### src/rtl/imem_loader_if.sv
// Byte stream and imem write-port bundle for the instruction-memory loader.
// The master side is the host/byte source. The slave side is the loader.
interface imem_loader_if;
  logic       s_valid_i;
  logic [7:0] s_data_i;
  logic       s_ready_o;
  logic       wen_o;
  logic [63:0] waddr_o;
  logic [7:0] wdata_o;

  modport master (
    output s_valid_i, s_data_i,
    input  s_ready_o, wen_o, waddr_o, wdata_o
  );

  modport slave (
    input  s_valid_i, s_data_i,
    output s_ready_o, wen_o, waddr_o, wdata_o
  );
endinterface

### src/rtl/imem_loader.sv
// Instruction-memory loader.
// It takes a byte stream over valid/ready and writes one byte per cycle at base+offset.
// It keeps a 16-bit running checksum of the accepted bytes.
// It holds the core until the image is complete, then presents the entry PC.
module imem_loader #(
  parameter int unsigned MEM_BYTES = 1024,
  parameter int unsigned TIMEOUT   = 255
) (
  input  logic                clk_i,
  input  logic                rst_i,
  input  logic                start_i,
  input  logic [63:0]         base_addr_i,
  input  logic [15:0]         len_i,
  input  logic [63:0]         entry_pc_i,
  imem_loader_if.slave        bus,
  output logic                core_hold_o,
  output logic [63:0]         entry_pc_o,
  output logic                done_o,
  output logic                err_o,
  output logic [1:0]          err_code_o,
  output logic [15:0]         checksum_o
);

  localparam logic [1:0] ST_IDLE = 2'd0;
  localparam logic [1:0] ST_LOAD = 2'd1;
  localparam logic [1:0] ST_DONE = 2'd2;
  localparam logic [1:0] ST_ERR  = 2'd3;

  localparam logic [1:0] ERR_NONE    = 2'b00;
  localparam logic [1:0] ERR_RANGE   = 2'b01;
  localparam logic [1:0] ERR_TIMEOUT = 2'b10;

  localparam logic [7:0]  TIMER_LAST = 8'(TIMEOUT - 1);
  localparam logic [64:0] MEM_LIMIT  = 65'(MEM_BYTES);

  logic [1:0]  state;
  logic [63:0] base_q;
  logic [15:0] offset_q;
  logic [15:0] remaining_q;
  logic [7:0]  timer_q;
  logic        wen_q;
  logic [63:0] waddr_q;
  logic [7:0]  wdata_q;
  logic [63:0] entry_q;
  logic [15:0] sum_q;
  logic [1:0]  code_q;

  logic        ready;
  logic        accept;
  logic [64:0] last_addr;
  logic        range_bad;

  // Handshake and the 65-bit start-time range check. The extra top bit means base+len-1 never wraps.
  always_comb begin
    ready     = (state == ST_LOAD);
    accept    = ready & bus.s_valid_i;
    last_addr = {1'b0, base_addr_i} + {49'b0, len_i} - 65'd1;
    range_bad = (len_i != 16'd0) && (last_addr >= MEM_LIMIT);
  end

  // Load sequencing. An accepted byte is written on the following cycle.
  always_ff @(posedge clk_i or posedge rst_i) begin
    if (rst_i) begin
      state       <= ST_IDLE;
      base_q      <= '0;
      offset_q    <= '0;
      remaining_q <= '0;
      timer_q     <= '0;
      wen_q       <= 1'b0;
      waddr_q     <= '0;
      wdata_q     <= '0;
      entry_q     <= '0;
      sum_q       <= '0;
      code_q      <= ERR_NONE;
    end else begin
      wen_q <= 1'b0;
      case (state)
        ST_LOAD: begin
          if (accept) begin
            wen_q       <= 1'b1;
            waddr_q     <= base_q + {48'b0, offset_q};
            wdata_q     <= bus.s_data_i;
            offset_q    <= offset_q + 16'd1;
            remaining_q <= remaining_q - 16'd1;
            sum_q       <= sum_q + {8'b0, bus.s_data_i};
            timer_q     <= '0;
            if (remaining_q == 16'd1) begin
              state <= ST_DONE;
            end
          end else begin
            timer_q <= timer_q + 8'd1;
            if (timer_q == TIMER_LAST) begin
              state  <= ST_ERR;
              code_q <= ERR_TIMEOUT;
            end
          end
        end
        default: begin
          if (start_i) begin
            base_q      <= base_addr_i;
            entry_q     <= entry_pc_i;
            remaining_q <= len_i;
            offset_q    <= '0;
            sum_q       <= '0;
            timer_q     <= '0;
            code_q      <= ERR_NONE;
            if (len_i == 16'd0) begin
              state <= ST_DONE;
            end else if (range_bad) begin
              state  <= ST_ERR;
              code_q <= ERR_RANGE;
            end else begin
              state <= ST_LOAD;
            end
          end
        end
      endcase
    end
  end

  // The core is released only in DONE and only once the final write pulse has gone.
  always_comb begin
    core_hold_o = !((state == ST_DONE) && !wen_q);
  end

  assign bus.s_ready_o = ready;
  assign bus.wen_o     = wen_q;
  assign bus.waddr_o   = waddr_q;
  assign bus.wdata_o   = wdata_q;
  assign entry_pc_o    = entry_q;
  assign done_o        = (state == ST_DONE);
  assign err_o         = (state == ST_ERR);
  assign err_code_o    = code_q;
  assign checksum_o    = sum_q;

endmodule

### src/flat_wrapper.sv
// flat-port wrapper written by rule: the top's interface ports become plain ports
module imem_loader_flat 
#(
  parameter int unsigned MEM_BYTES = 1024,
  parameter int unsigned TIMEOUT   = 255
)
  (clk_i, rst_i, start_i, base_addr_i, len_i, entry_pc_i, core_hold_o, entry_pc_o, done_o, err_o, err_code_o, checksum_o, bus_s_valid_i, bus_s_data_i, bus_s_ready_o, bus_wen_o, bus_waddr_o, bus_wdata_o);
  imem_loader_if bus_i ();
  input  logic clk_i;
  input  logic rst_i;
  input  logic start_i;
  input  logic [63:0] base_addr_i;
  input  logic [15:0] len_i;
  input  logic [63:0] entry_pc_i;
  output logic core_hold_o;
  output logic [63:0] entry_pc_o;
  output logic done_o;
  output logic err_o;
  output logic [1:0] err_code_o;
  output logic [15:0] checksum_o;
  input wire logic [$bits(bus_i.s_valid_i)-1:0] bus_s_valid_i;
  input wire logic [$bits(bus_i.s_data_i)-1:0] bus_s_data_i;
  output wire logic [$bits(bus_i.s_ready_o)-1:0] bus_s_ready_o;
  output wire logic [$bits(bus_i.wen_o)-1:0] bus_wen_o;
  output wire logic [$bits(bus_i.waddr_o)-1:0] bus_waddr_o;
  output wire logic [$bits(bus_i.wdata_o)-1:0] bus_wdata_o;
  assign bus_i.s_valid_i = bus_s_valid_i;
  assign bus_i.s_data_i = bus_s_data_i;
  assign bus_s_ready_o = bus_i.s_ready_o;
  assign bus_wen_o = bus_i.wen_o;
  assign bus_waddr_o = bus_i.waddr_o;
  assign bus_wdata_o = bus_i.wdata_o;
  imem_loader #(.MEM_BYTES(MEM_BYTES), .TIMEOUT(TIMEOUT)) u_core (.clk_i(clk_i), .rst_i(rst_i), .start_i(start_i), .base_addr_i(base_addr_i), .len_i(len_i), .entry_pc_i(entry_pc_i), .bus(bus_i), .core_hold_o(core_hold_o), .entry_pc_o(entry_pc_o), .done_o(done_o), .err_o(err_o), .err_code_o(err_code_o), .checksum_o(checksum_o));
endmodule
### config.mk
export PLATFORM = sky130hd
export DESIGN_NAME = imem_loader_flat
export DESIGN_NICKNAME = d
export VERILOG_FILES = /design/src/rtl/imem_loader_if.sv /design/src/rtl/imem_loader.sv /design/src/flat_wrapper.sv
export SDC_FILE = /design/constraint.sdc
export NUM_CORES = 1
export LEC_CHECK = 0
export ABC_AREA = 1
export BUFFER_PORTS_ARGS = -buffer_cell sky130_fd_sc_hd__buf_2
export CAP_MARGIN = 20
export CORE_MARGIN = 4
export CORE_UTILIZATION = 53
export CTS_CLUSTER_SIZE = 16
export DETAILED_ROUTE_END_ITERATION = 8
export GPL_TIMING_DRIVEN = 1
export PLACE_DENSITY = 0.78
export SETUP_SLACK_MARGIN = 0.05
export SLEW_MARGIN = 20
export SYNTH_ARGS = -nofsm -noshare
export SYNTH_HDL_FRONTEND = slang
export SYNTH_SLANG_ARGS = --single-unit
### constraint.sdc
create_clock -name clk_i -period 7.74 [get_ports clk_i]
set_input_delay 0.774 -clock clk_i [delete_from_list [all_inputs] [get_ports clk_i]]
set_output_delay 0.774 -clock clk_i [all_outputs]
set_load 0.02 [all_outputs]
==> run_results.csv, run 1 <==
group,metric,value,unit
cts,cts_hold_buf,0,
finish,final_common_cell,"nand2_1",
drt,post_drt_wl_per_cell,17.78,µm
synthesis,syn_avg_cell_area,6.467,µm²
die,die_area,40120,µm²
status,status,"complete, no violations",
setup_path,worstPathCellList,"buf_2 -> inv_1 -> ha_1 -> inv_1 -> ha_1 -> nand2_2 -> inv_1 -> nand2_1 -> nand2_1 -> a21oi_1 -> nand2_1 -> nand2_1 -> nand2_2 -> nand3_1 -> nand2_1 -> nand2_1 -> nand2_1 -> nor2_1 -> nand3_1 -> nor2_1 -> nand3_1 -> nand2_1 -> inv_1",
die,die_w,200.3,µm
finish,layout_common_cells,"nand2_1, inv_1, buf_2",
timing,timing.fmax,300.4,MHz
timing,slew_viol_final,0,
global_routing,grt_pass1_vias,19800,
cts,cts.htree.levels,1,
global_routing,grt_max_degree,148,
cts,clockBufferDepth,3,
timing,fin_crit_sh,43.01,%
synthesis,synthArstFlopShare,100.0,%
power_and_ir_drop,power_density,162.4,nW/µm²
cts,cts.sinks,261,
finish,fin_area,22510,µm²
cts,clockRootBuffer,"clkbuf_16",
die,die_height,200.3,µm
synthesis,synthesis.nets,3298,
place,dpl-instance-area,21660,µm²
cts,clk_pin_slew_worst_paths,0.06,ns
drt,final_antenna_net_count,0,
synthesis,synth_top_area_share,33.32,%
synthesis,synth-edff-count,0,
synthesis,syn_area,19600,µm²
cts,clkLatencyLatePin,0.53,ns
timing,maxSlewHeadroom,35.19,%
setup_path,critPathArrivalTime,3.75,ns
drt,routed_via_density,5.427,
synthesis,ys_ff_latch,261,
finish,area_delta_synth_final,14.87,%
timing,rsz0062_at_grt,"no",
global_routing,gr-total-overflow,0,
timing,final.setup_skew,0.009934,ns
place,dp_hpwl,55280,µm
synthesis,synth_top_area_cell,"dfrtp_1",
setup_path,reg2reg_setup_slack,4.63,ns
min_path,hold_path_class,"primary input to async pin",
place,place_congestion,1.061,
synthesis,synth_cells,3031,
timing,tightest_slew,0.9711,ns
drt,dr.pass1.iters,6,
setup_path,ff2ff_path_depth,9,
setup_path,cpPeakStageDelay,0.37,ns
synthesis,yosys-top-cells-area,"dfrtp_1, nand2_1, inv_1",
synthesis,synth_warnings,0,
global_routing,antenna_found_initial,1,
synthesis,ys_seq_area_share,33.32,%
timing,period_needed,3.329,ns
setup_path,critPathMaxFanout,5,
global_routing,grt_pass1_wl,106600,µm
cts,cts_setup_buffers,0,
die,coreArea,36520,µm²
power_and_ir_drop,vdd_ir_drop_max,0.1768,mV
setup_path,cp-end-kind,"register",
die,io_pins,315,
setup_path,r2r_start,"u_core.state[0]",
setup_path,crit_required,8.16,ns
place,io_buffers,314,
run,drv_cap,0,
cts,cts_tree,"done",
setup_path,slowest_stage,"ha_1",
cts,cts_resized,0,
setup_path,start_kind,"primary input",
synthesis,synthDistinctLibCells,52,
die,start_util,53.67,%
drt,drtIter0Drc,1778,
cts,cts_made_buffers,27,
drt,wl,67850,µm
setup_path,cpMostUsedCell,"nand2_1",
timing,finalSetupTns,0,ns
drt,vias,20710,
timing,hold_viol,0,
synthesis,yosys_most_used_dff,"dfrtp_1",
finish,drive_gt1_share,13.30,%
setup_path,crit_type,"primary input to register",
timing,finalSetupViolCount,0,
die,row_count,70,
setup_path,r2r_end,"u_core.checksum_o[12]",
finish,finalNetCount,3596,
drt,route.detailed.drc,0,
global_routing,grt_usage,32.52,%
power_and_ir_drop,cellLeakagePower,12.54,nW
## synth_stat cells, types with 35 or more instances
cell type / number
a21oi_1: 117
clkbuf_1: 46
dfrtp_1: 261
ha_1: 108
inv_1: 511
nand2_1: 1077
nand3_1: 157
nand4_1: 35
nor2_1: 229
nor3_1: 51
o21ai_0: 189
xor2_1: 53
## cell families (layout without fill, tap and decap cells)
logic type | count (synthesis) | in the layout | share of synthesized area (%)
simple gates | 1640 | 1640 | 34.84
mux | 1 | 1 | 0.05107
compound gates | 381 | 381 | 10.81
other cells | 0 | 1 | 0
buf+inv | 576 | 892 | 11.04
fa+ha+maj | 111 | 111 | 7.201
flops | 261 | 261 | 33.32
xor+xnor | 61 | 61 | 2.726
## layout make-up
type                       count  area (µm²)
fill                        3504       14010
multi-input combinational   2194       10920
sequential                   261        6531
inverter                     520        1957
timing repair buffer         325        1670
clock buffer                  40       774.5
tap                          468       585.6
clock inverter                 7       73.82
antenna                        1       2.502
## stage by stage
stage	worst slack, ns	hold slack, ns	std cells	power, mW	util (%)
finish	4.411	0.4147	3816	3.657	61.64
global placement	3.884	0.4483	3768	2.396	59.30
global route	4.161	0.4402	3816	3.848	61.64
detailed placement	3.914	0.4533	3768	2.407	59.30
CTS	4.472	0.4140	3815	3.668	61.63
floorplan	3.524	0.4533	3031	2.097	-
## report_power, final
group / switching, mW / leakage, nW / internal, mW
registers: 0.0514 / 3.37 / 1.43
logic: 0.635 / 8.75 / 0.284
clock network: 0.530 / 0.413 / 0.724
total: 1.22 / 12.5 / 2.44
## worst max path at each step
| stage | from | endpoint | slack (ns) | cells past startpoint |
|---|---|---|---|---|
| final | len_i[12] | u_core.state[1] | 4.41 | 23 |
| after floorplan | rst_i | u_core.base_q[0] | 3.52 | 1 |
| after detailed placement | len_i[12] | u_core.state[1] | 3.91 | 23 |
| after global placement | len_i[12] | u_core.state[1] | 3.88 | 23 |
| after global routing | len_i[1] | u_core.state[1] | 4.16 | 25 |
| after CTS | len_i[12] | u_core.state[1] | 4.47 | 23 |
## state kept, by name, summed over array words and instances, names as in the netlist
signal / cells
u_core.bus.wdata_o: 8
u_core.bus.wen_o: 1
u_core.checksum_o: 16
u_core.state: 2
u_core.offset_q: 16
u_core.entry_pc_o: 64
u_core.base_q: 64
u_core.remaining_q: 16
u_core.timer_q: 8
u_core.bus.waddr_o: 64
u_core.err_code_o: 2
## worst max-delay path, delay by kind of cell
kind                     cells  cell delay (ns)
AO/OA/AOI/OAI                1             0.23
adder cells (fa/ha/maj)      2             0.64
buffers and inverters        5             0.35
AND/OR/NAND/NOR             15             1.74
## layer usage
layer	routed length [µm]	global-route usage [%]
met5	0	0
met4	2142	9.440
met3	4674	3.902
met2	31510	54.33
met1	29520	44.95
Note: power is estimated with default switching activity, not from simulation.
==> inputs of run 2 (changes only) <==
--- a/config.mk
+++ b/config.mk
@@ -5,15 +5,15 @@
 export SDC_FILE = /design/constraint.sdc
 export NUM_CORES = 1
 export LEC_CHECK = 0
-export ABC_AREA = 1
+export ABC_AREA = 0
 export BUFFER_PORTS_ARGS = -buffer_cell sky130_fd_sc_hd__buf_2
 export CAP_MARGIN = 20
 export CORE_MARGIN = 4
-export CORE_UTILIZATION = 53
+export CORE_UTILIZATION = 57
 export CTS_CLUSTER_SIZE = 16
 export DETAILED_ROUTE_END_ITERATION = 8
 export GPL_TIMING_DRIVEN = 1
-export PLACE_DENSITY = 0.78
+export PLACE_DENSITY = 0.81
 export SETUP_SLACK_MARGIN = 0.05
 export SLEW_MARGIN = 20
 export SYNTH_ARGS = -nofsm -noshare
==> constraint.sdc (replaced) <==
create_clock -name clk_i -period 3.4 [get_ports clk_i]
set_input_delay 0.34 -clock clk_i [delete_from_list [all_inputs] [get_ports clk_i]]
set_output_delay 0.34 -clock clk_i [all_outputs]
set_load 0.02 [all_outputs]
==> run 2 against run 1 <==
  * Total power grew to 2.6 times the previous value
  * Core utilization is 18 points higher
  * Final area is 5.2% higher
  * The flow now finishes with violations (setup timing)
  * Worst hold slack worse by 0.41 ns
  * Sequential share of layout area is 1.4 points lower
  * Wire length is 5.1% higher
  * Global-route usage is 6.7 points higher
  * Largest cell class unchanged
==> run_results.csv, run 2 <==
group,metric,value,unit
status,status,"finished, violations left",
status,failed_checks,"setup timing",
synthesis,syn_area,17330,µm²
synthesis,synth_cells,2051,
synthesis,synthArstFlopShare,100.0,%
synthesis,synth_top_area_share,37.70,%
global_routing,grt_pass1_wl,104900,µm
drt,route.detailed.drc,0,
timing,rsz0062_at_grt,"yes",
global_routing,grt_pass1_vias,18950,
power_and_ir_drop,vdd_ir_drop_max,0.4343,mV
synthesis,yosys-top-cells-count,"nand2_1, dfrtp_1, o21ai_0, inv_1, a21oi_1",
drt,dr.pass1.iters,8,
synthesis,synth-edff-count,0,
timing,slew_viol_final,0,
min_path,hold_path_class,"primary input to register",
cts,clockRootBuffer,"clkbuf_16",
synthesis,synth_top_area_cell,"dfrtp_1",
place,dp_hpwl,48550,µm
finish,fill_cells,1860,
synthesis,synthesis.nets,2318,
die,die_w,182.3,µm
timing,hold_viol,0,
cts,clockBufferDepth,3,
cts,cts.htree.levels,1,
drt,post_drt_wl_per_cell,22.74,µm
die,io_pins,315,
place,place_congestion,1.017,
synthesis,synth_warnings,0,
synthesis,synthDistinctLibCells,90,
timing,fin_crit_sh,115.0,%
setup_path,crit_type,"register to register",
finish,layout_common_cells,"buf_4, buf_2, nand2_1",
power_and_ir_drop,finalPower,9.489,mW
die,start_util,58.15,%
timing,setup_slack,-0.5102,ns
timing,final.setup_skew,0.03877,ns
drt,drtIter0Drc,2357,
place,preCtsSetupSlack,-1.032,ns
drt,final_antenna_net_count,0,
synthesis,yosys-top-cells-area,"dfrtp_1, ha_1, o21ai_0",
setup_path,crit_required,3.86,ns
setup_path,cp-end-kind,"register",
global_routing,grt_usage,39.27,%
synthesis,ys_ff_latch,261,
finish,area_delta_synth_final,36.69,%
place,io_buffers,314,
global_routing,gr-total-overflow,0,
finish,drive_gt1_share,34.47,%
synthesis,syn_avg_cell_area,8.447,µm²
die,die_height,182.3,µm
global_routing,antenna_found_initial,8,
timing,tightest_slew,1.118,ns
cts,cts_tree,"done",
timing,finalSetupViolCount,10,
setup_path,critPathArrivalTime,4.37,ns
cts,clkLatencyLatePin,0.57,ns
power_and_ir_drop,cellLeakagePower,11.57,nW
power_and_ir_drop,power_density,400.7,nW/µm²
finish,final_common_cell,"buf_4",
die,row_count,63,
cts,clk_pin_slew_worst_paths,0.07,ns
global_routing,grt_max_degree,138,
cts,cts_made_buffers,28,
run,drv_cap,0,
drt,vias,19710,
synthesis,ys_seq_area_share,37.70,%
cts,cts.sinks,261,
finish,finalNetCount,2984,
timing,period_needed,3.910,ns
drt,wl,71290,µm
die,die_area,33250,µm²
die,coreArea,29800,µm²
timing,maxSlewHeadroom,24.86,%
drt,routed_via_density,6.288,
setup_path,critPathMaxFanout,2,
synthesis,yosys_most_used_dff,"dfrtp_1",
synthesis,synth_most_common_cell,"nand2_1",
setup_path,start_kind,"register",
timing,timing.fmax,255.7,MHz
run 2: power breakdown:
group	switching [mW]	internal (mW)	leakage [nW]	total (mW)
logic	1.61	1.28	7.80	2.90
registers	0.204	3.32	3.33	3.53
clock network	1.35	1.72	0.447	3.07
total	3.16	6.33	11.6	9.49
run 2: worst paths after layout:
check,endpoint,depth (start not counted),slack (ns),from
setup / recovery,u_core.bus.waddr_o[13],13,-0.51,u_core.offset_q[1]
hold / removal,u_core.entry_pc_o[10],2,0.006,entry_pc_i[10]
setup reg to reg,u_core.bus.waddr_o[13],13,-0.51,u_core.offset_q[1]
hold reg to reg,u_core.bus.waddr_o[39],2,0.47,u_core.bus.waddr_o[39]
max in group asynchronous,u_core.entry_pc_o[8],4,2.00,rst_i
min in group asynchronous,u_core.entry_pc_o[51],3,0.35,rst_i
run 2: final cells by class:
cell class              count  area (µm²)  area share, %
repair buffers            727        4805          20.29
well taps                 390       488.0          2.060
clock buffers              42       843.3          3.561
flip-flops and latches    261        6533          27.58
inverters                 152       591.8          2.499
multi-input cells        1547       10330          43.62
diodes                      6       15.01        0.06340
clock inverters            10       76.32         0.3223
run 2: kinds of logic after synthesis:
group                      synth area share (%)
adders and majority gates                 8.146
xor gates and xnor gates                  4.954
buffers and inverters                     5.445
AOI/OAI and AO/OA                         19.86
muxes                                     4.636
DFF                                       37.70
and+or+nand+nor                           19.26
run 2: per-stage QoR:
step / util (%) / TNS (ns) / area, µm² / cells / hold WS [ns]
6_report: 79.48 / -1.625 / 23680 / 3135 / 0.006002
5_1_grt: 79.48 / -2.554 / 23680 / 3135 / 0.007839
4_1_cts: 78.16 / -0.0006732 / 23290 / 3117 / 0.0007477
3_5_place_dp: 74.17 / -2.042 / 22100 / 3054 / 0.3391
3_3_place_gp: 74.17 / -1.854 / 22100 / 3054 / 0.3104
2_1_floorplan: - / -99.92 / 17390 / 2051 / 0.4441
run 2: critical path, cell delays in order (launching register included):
cell and delay [ns]:
dfrtp_1 0.41, ha_1 0.30, a21o_1 0.17, a21oi_2 0.18
o21bai_2 0.10, o311a_1 0.33, a311o_1 0.38, buf_4 0.16
buf_4 0.13, o31ai_1 0.89, nor2_1 0.17, o21ai_0 0.26
a211oi_1 0.13, a21o_1 0.19
run 2: per-layer routing:
layer	part of all wire, %	track usage (%)
met3	9.6	6.039
met1	38	51.74
met5	0.036	0
met2	47	65.60
met4	5.6	15.28
run 2: what timing repair did:
action / CTS / global route
setup endpoints to repair: 38 / 42
gates resized for setup: 46 / 71
hold buffers: 3 / 0
pin swaps: 14 / 30
hold endpoints to repair: 11 / 0
setup buffers: 8 / 12
